===== src/rtl/insn_queue.sv =====
// ============================================================================
//  Module   : insn_queue
//  Purpose  : Decoupling instruction queue between the IF and ID stages.
//             Circular buffer of DEPTH {PC, Insn} entries; back-pressures IF
//             with IFStall when full and discards everything on Flush.
//  Options  : `define INSN_QUEUE_BYPASS_EN for a zero-latency IF -> ID
//             bypass while the queue is empty (default: 1-cycle latency).
//  Revision : 1.0 - initial release
// ============================================================================
`default_nettype none

module insn_queue #(
  parameter int DEPTH       = 4,
  parameter int PTR_W       = 2,
  parameter int WORD_ADDR_W = 30,
  parameter int WORD_DATA_W = 32
) (
  input  logic                   clk,
  input  logic                   reset_,
  input  logic [WORD_ADDR_W-1:0] IFPC,
  input  logic [WORD_DATA_W-1:0] IFInsn,
  input  logic                   IFEn,
  output logic                   IFStall,
  input  logic                   Flush,
  input  logic                   IDStall,
  output logic [WORD_ADDR_W-1:0] QPC,
  output logic [WORD_DATA_W-1:0] QInsn,
  output logic                   QEn,
  output logic [PTR_W:0]         QCount
);

  localparam logic [PTR_W:0]   c_full_cnt = (PTR_W+1)'(DEPTH);
  localparam logic [PTR_W:0]   c_cnt_one  = (PTR_W+1)'(1);
  localparam logic [PTR_W-1:0] c_ptr_one  = PTR_W'(1);

  // Storage and pointer state
  logic [WORD_ADDR_W-1:0] pc_q   [DEPTH];
  logic [WORD_DATA_W-1:0] insn_q [DEPTH];
  logic [PTR_W-1:0]       rd_ptr_q, rd_ptr_d;
  logic [PTR_W-1:0]       wr_ptr_q, wr_ptr_d;
  logic [PTR_W:0]         count_q, count_d;

  logic w_full;
  logic w_empty;
  logic w_push;
  logic w_pop;
  logic w_qen;

  // Full/empty come only from the registered count, so IFStall never sees ID
  assign w_full  = (count_q == c_full_cnt);
  assign w_empty = (count_q == '0);
  assign IFStall = w_full;
  assign QCount  = count_q;

`ifdef INSN_QUEUE_BYPASS_EN
  logic w_bypass;

  // Empty queue: IF entry goes straight to ID; it is stored only if ID stalls
  always_comb begin
    w_bypass = w_empty & IFEn & ~Flush & ~IDStall;
    w_qen    = w_empty ? (IFEn & ~Flush) : 1'b1;
    w_push   = IFEn & ~w_full & ~Flush & ~w_bypass;
    w_pop    = ~w_empty & ~IDStall & ~Flush;
    if (!w_qen) begin
      QPC   = '0;
      QInsn = '0;
    end else if (w_empty) begin
      QPC   = IFPC;
      QInsn = IFInsn;
    end else begin
      QPC   = pc_q[rd_ptr_q];
      QInsn = insn_q[rd_ptr_q];
    end
  end
`else
  // Head is always served from storage; an empty queue presents a NOP (0)
  always_comb begin
    w_qen  = ~w_empty;
    w_push = IFEn & ~w_full & ~Flush;
    w_pop  = w_qen & ~IDStall & ~Flush;
    if (w_qen) begin
      QPC   = pc_q[rd_ptr_q];
      QInsn = insn_q[rd_ptr_q];
    end else begin
      QPC   = '0;
      QInsn = '0;
    end
  end
`endif

  assign QEn = w_qen;

  // Next pointer/count; flush wins over any push or pop in the same cycle
  always_comb begin
    rd_ptr_d = rd_ptr_q;
    wr_ptr_d = wr_ptr_q;
    count_d  = count_q;
    if (Flush) begin
      rd_ptr_d = '0;
      wr_ptr_d = '0;
      count_d  = '0;
    end else begin
      if (w_push) wr_ptr_d = wr_ptr_q + c_ptr_one;
      if (w_pop)  rd_ptr_d = rd_ptr_q + c_ptr_one;
      if (w_push && !w_pop)      count_d = count_q + c_cnt_one;
      else if (w_pop && !w_push) count_d = count_q - c_cnt_one;
    end
  end

  // Pointer and occupancy registers
  always_ff @(posedge clk or negedge reset_) begin
    if (!reset_) begin
      rd_ptr_q <= '0;
      wr_ptr_q <= '0;
      count_q  <= '0;
    end else begin
      rd_ptr_q <= rd_ptr_d;
      wr_ptr_q <= wr_ptr_d;
      count_q  <= count_d;
    end
  end

  // Entry storage; written at wr_ptr on every accepted push
  always_ff @(posedge clk or negedge reset_) begin
    if (!reset_) begin
      for (int i = 0; i < DEPTH; i++) begin
        pc_q[i]   <= '0;
        insn_q[i] <= '0;
      end
    end else if (w_push) begin
      pc_q[wr_ptr_q]   <= IFPC;
      insn_q[wr_ptr_q] <= IFInsn;
    end
  end

endmodule

`default_nettype wire


===== config.mk =====
export PLATFORM = sky130hd
export DESIGN_NAME = insn_queue
export DESIGN_NICKNAME = d
export VERILOG_FILES = /design/src/rtl/insn_queue.sv
export SDC_FILE = /design/constraint.sdc
export NUM_CORES = 1
export LEC_CHECK = 0
export CAP_MARGIN = 20
export CORE_MARGIN = 8
export CORE_UTILIZATION = 61
export CTS_BUF_LIST = sky130_fd_sc_hd__clkbuf_4 sky130_fd_sc_hd__clkbuf_8 sky130_fd_sc_hd__clkbuf_16
export DETAILED_ROUTE_END_ITERATION = 10
export GPL_TIMING_DRIVEN = 0
export PLACE_DENSITY = 0.85
export SLEW_MARGIN = 40
export SYNTH_ARGS = -nofsm -noshare
export SYNTH_HDL_FRONTEND = slang
export SYNTH_SLANG_ARGS = --single-unit

===== constraint.sdc =====
create_clock -name clk -period 5.3 [get_ports clk]
set_clock_uncertainty 0.15 [all_clocks]
set_input_delay 0.795 -clock clk [delete_from_list [all_inputs] [get_ports clk]]
set_output_delay 0.795 -clock clk [all_outputs]
set_load 0.01 [all_outputs]

# After elaboration in Yosys (flattened, before gate mapping)
# Cells that the tools add are included.
# classes
eq_ne,1
bitwise_logic,10
n_lt_le_gt_ge,3
muxes,21
reduce_logical,9
add_sub_neg,4
# op_table
operator,n
bitwise mux 128 bit,1
two-way mux 32 bit,4
bitwise mux 120 bit,1
two-way mux 30 bit,4
binary-select mux 32 bit (select 2 bit),1
demux 32 bit (select 2 bit),1
binary-select mux 30 bit (select 2 bit),1
demux 30 bit (select 2 bit),1
two-way mux 3 bit,3
two-way mux 2 bit,4
"greater-or-equal comparator 3 bit, second input constant",2
NOT 2 -> 3 bit,2
"adder 2 x 1 -> 2 bit, second input constant",2
bitwise AND 1 bit,4
NOT 1 bit,4
nonzero test 2 bit,2
"adder 3 x 1 -> 3 bit, second input constant",1
"== test 3 bit, second input constant",1
logical AND 1 bit,3
logical NOT 3 bit,1
"less-than comparator 3 x 1 -> 1 bit, second input constant",1
nonzero test 3 bit,1
"subtractor 3 x 1 -> 3 bit, second input constant",1
logical NOT 1 bit,2
# word_totals
regBits,255
in_bits,67

# Longest topological paths before layout
# logic_depth
depth_word,9
depth_mapped,9

# Least setup slack after synthesis
# OpenSTA, ideal clock, no wires.
# synth_path
path_type,register -> register
start,"register count_q[1], in the netlist QCount[1]"
end,"register count_q[2], in the netlist QCount[2]"
path_slack_ns,2.765
setup_ns,0.101
path_buffers,0
period_less_slack_ns,2.535
t_arrival_ns,2.284
path_stages_with_launch,9
cell_sequence,dfrtp_1 -> nor3b_1 -> nand2b_1 -> nor3_1 -> fa_1 -> inv_1 -> nor3_1 -> o21a_1 -> nor4_1
# synth_via
elab_cells_between_ends,18
cone_classes,add/sub: 2; eq/ne: 1; mux: 3; bitwise: 6; reduce/logical: 6
# synth_rtl
item,line_no,text
from (decl),41,"logic [PTR_W:0] count_q, count_d;"
from (signal assigned),119,count_q <= count_d;
== test 3 bit *,50,assign w_full = (count_q == c_full_cnt);
via IFStall,23,"output logic IFStall,"
NOT 1 bit *,79,w_push = IFEn & ~w_full & ~Flush;
bitwise AND 1 bit * (2 in series),79,
logical AND 1 bit or logical NOT 1 bit (tied branches),"105, 106",
two-way mux 3 bit or logical AND 1 bit (tied branches),"105, 106",
two-way mux 3 bit or nonzero test 3 bit (tied branches),n/a,
# Mark *: on every way through the listed nets, which the timed path passes. The rest lies on a longest branch. The select of a mux whose other input is x is not followed.
# A chain may end at the register's enable or synchronous reset.

# Worst setup path in the final report
# layout_path
start,register rd_ptr_q[1]
end,output port QInsn[4]
# layout_via
elab_chain_len,5
# layout_lines
item,line_no,text
from (decl),39,"logic [PTR_W-1:0] rd_ptr_q, rd_ptr_d;"
from (signal assigned),117,rd_ptr_q <= rd_ptr_d;
NOT 2 -> 3 bit (implied by the code),83,QInsn = insn_q[rd_ptr_q];
binary-select mux 32 bit (select 2 bit),83,
two-way mux 32 bit (implied by the code) (2 in series),83,
two-way mux 32 bit,81,if (w_qen) begin
to (decl),27,"output logic [WORD_DATA_W-1:0] QInsn,"
# Every way passes these cells. The select of a mux whose other input is x is not followed.

==> impl_metrics.json <==
{
  "status": "complete, no violations",
  "layout_commonest_cell": "dfrtp_1",
  "stdcell_count": 1134,
  "finalPower_mw": 8.31,
  "wl_um": 25000,
  "p_leak_nw": 6.17,
  "placementRows": 50,
  "drtAntennaViolNets": 0,
  "final.setup.worst_slack_ns": 1.33,
  "numPortBuffers": 132,
  "finalInstanceArea_um2": 14200,
  "clkTransAtPathRegs_ns": 0.06,
  "synthCells": 721,
  "synthesis.nets": 793,
  "hold_slack_ns": 0.348,
  "dieHeight_um": 154,
  "syn2layout_area_growth_pct": 21.9,
  "synth_compound_area_share_pct": 0.408,
  "wl_per_cell_um": 22.1,
  "worstPathMaxFanout": 10,
  "reg2reg_depth": 8,
  "start_util_pct": 62.3,
  "muxShareOfSynthArea_pct": 36.1,
  "yosysSeqAreaShare_pct": 54.8,
  "start_kind": "register",
  "synth_top_family_by_area": "multiplexers",
  "die_area_um2": 23800,
  "gp_congestion": 0.807,
  "synthSimpleGateAreaFrac_pct": 4.59,
  "htreeDepth": 1,
  "cap_viol_max_count": 0,
  "critPathCaptureType": "output port",
  "hold_viol_final": 0,
  "worstPathRequired_ns": 4.36,
  "reg2reg_setup_slack_ns": 2.58,
  "dp_hpwl_um": 16700,
  "final_layout_size_suffix_gt1_share_pct": 43.9,
  "via_per_inst": 5.91,
  "clk_latency_ns": 0.51,
  "coreArea_um2": 18700,
  "diodes": 0,
  "via_count": 6704,
  "crit_start": "rd_ptr_q[1]$_DFFE_PN0P_",
  "placed_cell_area_um2": 13400,
  "ir_worst_vdd_mv": 0.339,
  "final_cell_mix": "dfrtp_1, mux2_2, clkdlybuf4s50_1",
  "ys.warnings.count": 0,
  "place_ws_ns": 1.92,
  "cts_tree": "done",
  "grt_max_degree": 81,
  "fmax_mhz": 252,
  "cts_buffers": 27,
  "finalCritPeriodShare_pct": 74.9,
  "fp.dieW_um": 154,
  "placed_cells": 1090,
  "slew_viol_final": 0,
  "tightest_slew_ns": 0.746,
  "slew_headroom_pct": 50.2,
  "timing.rr.end": "QCount[2]$_DFFE_PN0P_",
  "path_class": "reg -> out",
  "clock-sinks": 255,
  "r2r_start": "QCount[1]$_DFFE_PN0P_",
  "worstHoldPathType": "reg -> reg",
  "hp-start": "insn_q[55]$_DFFE_PN0P_",
  "io_pins": 134,
  "nets": 958,
  "yosys.cell_types.count": 28,
  "cts_buffer_depth": 3,
  "antenna_found_initial": 0,
  "avgSynthCellArea_um2": 16.2,
  "syn_area_um2": 11700,
  "grt_pass1_vias": 7716,
  "arrival_ns": 3.02,
  "setup_viol": 0,
  "final_util_pct": 75.9,
  "fin_crit_ns": 3.97,
  "rsz0062_at_grt": "false",
  "route.detailed.drc": 0,
  "worstSetupEndpoint": "QInsn[4]",
  "powerDensity_nw_per_um2": 585,
  "cts_root_buffer": "clkbuf_16",
  "grt-ovfl-total": 0,
  "grt_usage_pct": 21.5,
  "first_pass_iters": 4,
  "grt_pass1_wl_um": 41100,
  "synth_xor_area_share_pct": 0.225,
  "drt_iter0_markers": 284,
  "synth_fa_ha_area_share_pct": 0.601,
  "fin_setup_tns_ns": 0,
  "synth-seq-cells": 255,
  "cts_resized": 0
}
-- power by group --
part	internal, mW	leakage [nW]	total (mW)	switching (mW)
clock network	1.05	0.425	1.78	0.728
logic	2.04	2.54	3.27	1.23
registers	2.81	3.20	3.25	0.443
total	5.90	6.17	8.31	2.40
-- synth_stat cells --
| cell type | count | share of area [%] |
|---|---|---|
| nor2b_1 | 62 | 3.3 |
| nand2_2 | 4 | 0.21 |
| o21ai_0 | 2 | 0.086 |
| and2_0 | 1 | 0.054 |
| ha_1 | 4 | 0.43 |
| buf_6 | 24 | 2.3 |
| a21oi_1 | 1 | 0.043 |
| mux2i_1 | 1 | 0.086 |
| nor3_1 | 3 | 0.13 |
| buf_2 | 7 | 0.30 |
| buf_1 | 2 | 0.064 |
| mux4_2 | 62 | 12 |
| mux2_2 | 249 | 24 |
| fa_1 | 1 | 0.17 |
| nand2b_1 | 1 | 0.054 |
| nand3_1 | 1 | 0.043 |
| o31ai_1 | 1 | 0.064 |
| nor4_1 | 2 | 0.11 |
| nor3b_4 | 1 | 0.16 |
| inv_1 | 6 | 0.19 |
| dfrtp_1 | 255 | 55 |
| nor3b_1 | 3 | 0.19 |
| or2_2 | 1 | 0.054 |
| o21a_1 | 1 | 0.064 |
| xnor2_1 | 3 | 0.23 |
| clkbuf_1 | 13 | 0.42 |
| nor2_1 | 8 | 0.26 |
| a311oi_1 | 2 | 0.15 |
-- worst min path at each step --
stage	end	slack (ns)	depth (start not counted)
after CTS	insn_q[54]$_DFFE_PN0P_	0.35	1
after global routing	pc_q[0]$_DFFE_PN0P_	0.35	1
after global placement	insn_q[22]$_DFFE_PN0P_	0.33	1
after detailed placement	pc_q[10]$_DFFE_PN0P_	0.34	1
final	insn_q[55]$_DFFE_PN0P_	0.35	1
after floorplan	insn_q[32]$_DFFE_PN0P_	0.32	1
-- metal layers --
| metal | vias up | routed length, um | global-route usage [%] |
|---|---|---|---|
| li1 | 2968 | - | - |
| met1 | 3551 | 10800 | 27.8 |
| met2 | 151 | 12700 | 37.5 |
| met3 | 34 | 1070 | 3.59 |
| met4 | 0 | 395 | 4.81 |
| met5 | - | 0 | 0 |
-- sequential cells by signal (all words and copies together) (netlist names) --
name / cells
QCount: 3
insn_q: 128
pc_q: 120
rd_ptr_q: 2
wr_ptr_q: 2
-- worst max-delay path, stage by stage, from the launching register on --
cell and delay, ns:
dfrtp_1 0.32, clkbuf_1 0.43, clkbuf_1 0.60, mux4_2 0.33
nor2b_1 0.24, clkdlybuf4s50_1 0.59
-- what timing repair did --
action / CTS / global route
hold endpoints to repair: 30 / 0
hold buffers: 1 / 0
setup buffers: 0 / 0
-- cell type report --
cell class | count | area (um^2)
clock buffers | 35 | 767
well taps | 234 | 293
inverters | 6 | 22.5
repair buffers | 136 | 1420
fillers | 1108 | 4500
plain buffers | 46 | 362
clock inverters | 8 | 68.8
multi-input cells | 414 | 4890
flip-flops and latches | 255 | 6380
-- kinds of logic (layout without fill, tap and decap cells) --
family / after synthesis / after routing
flops: 255 / 255
fa+ha+maj: 5 / 5
simple gates: 87 / 87
xor+xnor: 3 / 3
compound gates: 7 / 7
buf+inv: 52 / 231
mux: 312 / 312
No activity file was read; power rests on OpenSTA's default activity.
==> RTL edit, RTL diff (same settings) <==
Reset style: synchronous (`reset_`), changed in 2 clocked blocks.
--- a/src/rtl/insn_queue.sv
+++ b/src/rtl/insn_queue.sv
@@ -110,3 +110,3 @@
   // Pointer and occupancy registers
-  always_ff @(posedge clk or negedge reset_) begin
+  always_ff @(posedge clk) begin
     if (!reset_) begin
@@ -123,3 +123,3 @@
   // Entry storage; written at wr_ptr on every accepted push
-  always_ff @(posedge clk or negedge reset_) begin
+  always_ff @(posedge clk) begin
     if (!reset_) begin
Check against the original RTL: differs if reset_ is asserted again (counterexample within 4 cycles, from zero or initial values and one cycle with reset_ low); with reset_ held inactive, the same outputs for 4 cycles.
==> RTL edit against the unedited design <==
- sequential cell count grew 2
- synthesized area rose by 0.26%
- highest routed layer unchanged
- critical endpoint is now QInsn[14]
- final area is 2.0% higher
- synthesized cell count increased by 2.6%
- core utilization increased by 1.3 points
- hold slack gained 0.018 ns
- wire length up 22%
- worst setup slack better by 0.037 ns
- largest cell class unchanged
- via count increased by 12%
- count of clock-buffer cells in the layout fell by 5
Power is not compared: it rests on default switching activity, and its combinational part moved more than twofold at a synthesized area within 25%.
==> RTL edit: results (changes against the unedited design) <==
GPL Wtd Cong=0.8012 (-0.71%); M1 WL=11.31 mm (+4.5%); DR vias=7531 (+12%); top_reg_cell synth=edfxtp_1; Signal buf overhead=14.41% (+1.9 points); Signal buffers=230 (+26%); M1 GR Usage=30.87% (+3.1 points); clk sinks=257 (+0.78%); ranking of synthesized cells by area=edfxtp_1 64%, mux4_2 12%, and3_1 10%, and2_1 6.6%, buf_6 2.4%; # nets final=1000 (+4.4%); clock buf count=30 (-14%); DR pass1 iterations=5 (+1); Hold Buf Count CTS=0 (-1); worst reg2reg path startpoint=QCount[0]; vias per cell=6.377 (+7.9%); metal3 WL=2.269 mm (+110%); sequential cell area fraction in the yosys report=65.27% (+11 points); met2 Use GR=44.97% (+7.5 points); WL met2=16.07 mm (+26%); CP arrival=2.99 ns (-0.03 ns); net count after synthesis=809 (+2.0%); Total GRT Usage=25.30% (+3.8 points); via count of the first global-routing pass=8156 (+5.7%); global-route wire length before repair=46.20 mm (+12%); Synth top cells by count=248 x edfxtp_1, 187 x and3_1, 124 x and2_1, 62 x mux4_2, 35 x clkbuf_1; largest net degree at the start of global routing=15 (-81%); critical hold path startpoint=rd_ptr_q[1]; Fill cells=1042 (-6.0%); GR Util met3=3.929% (+0.33 points); outcome=completed; #MultiIn Comb=410 (-0.97%); Post-Synthesis Cells=740 (+2.6%)
[RTL edit: metrics by stage]
step	worst slack, ns	setup TNS [ns]	util [%]	instance area [sq um]	total power (uW)
final	1.369	0	77.19	14490	4568
after global routing	1.320	0	77.19	14490	4671
after CTS	1.323	0	77.17	14480	4563
after detailed placement	1.733	0	72.85	13670	2829
after global placement	-5.161	-1264.63	70.91	13310	2798
after floorplan	-1.167	-289.40	-	11690	2596
[RTL edit: cell families (layout without fill, tap and decap cells)]
group,count (synthesis),after routing,synth area share [%]
and+or+nand+nor,328,328,17.45
DFF,257,257,65.27
buffers and inverters,73,280,4.026
muxes,63,63,12.04
AOI/OAI and AO/OA,15,15,0.7817
adders and majority gates,2,2,0.2784
xor gates and xnor gates,2,2,0.1499
[RTL edit: path summary, 6_finish.rpt]
kind	to	slack, ns	cells after the start
hold / removal	rd_ptr_q[1]	0.37	2
setup / recovery	QInsn[14]	1.37	5
setup reg to reg	insn_q[1][6]	2.65	7
hold reg to reg	rd_ptr_q[1]	0.37	2
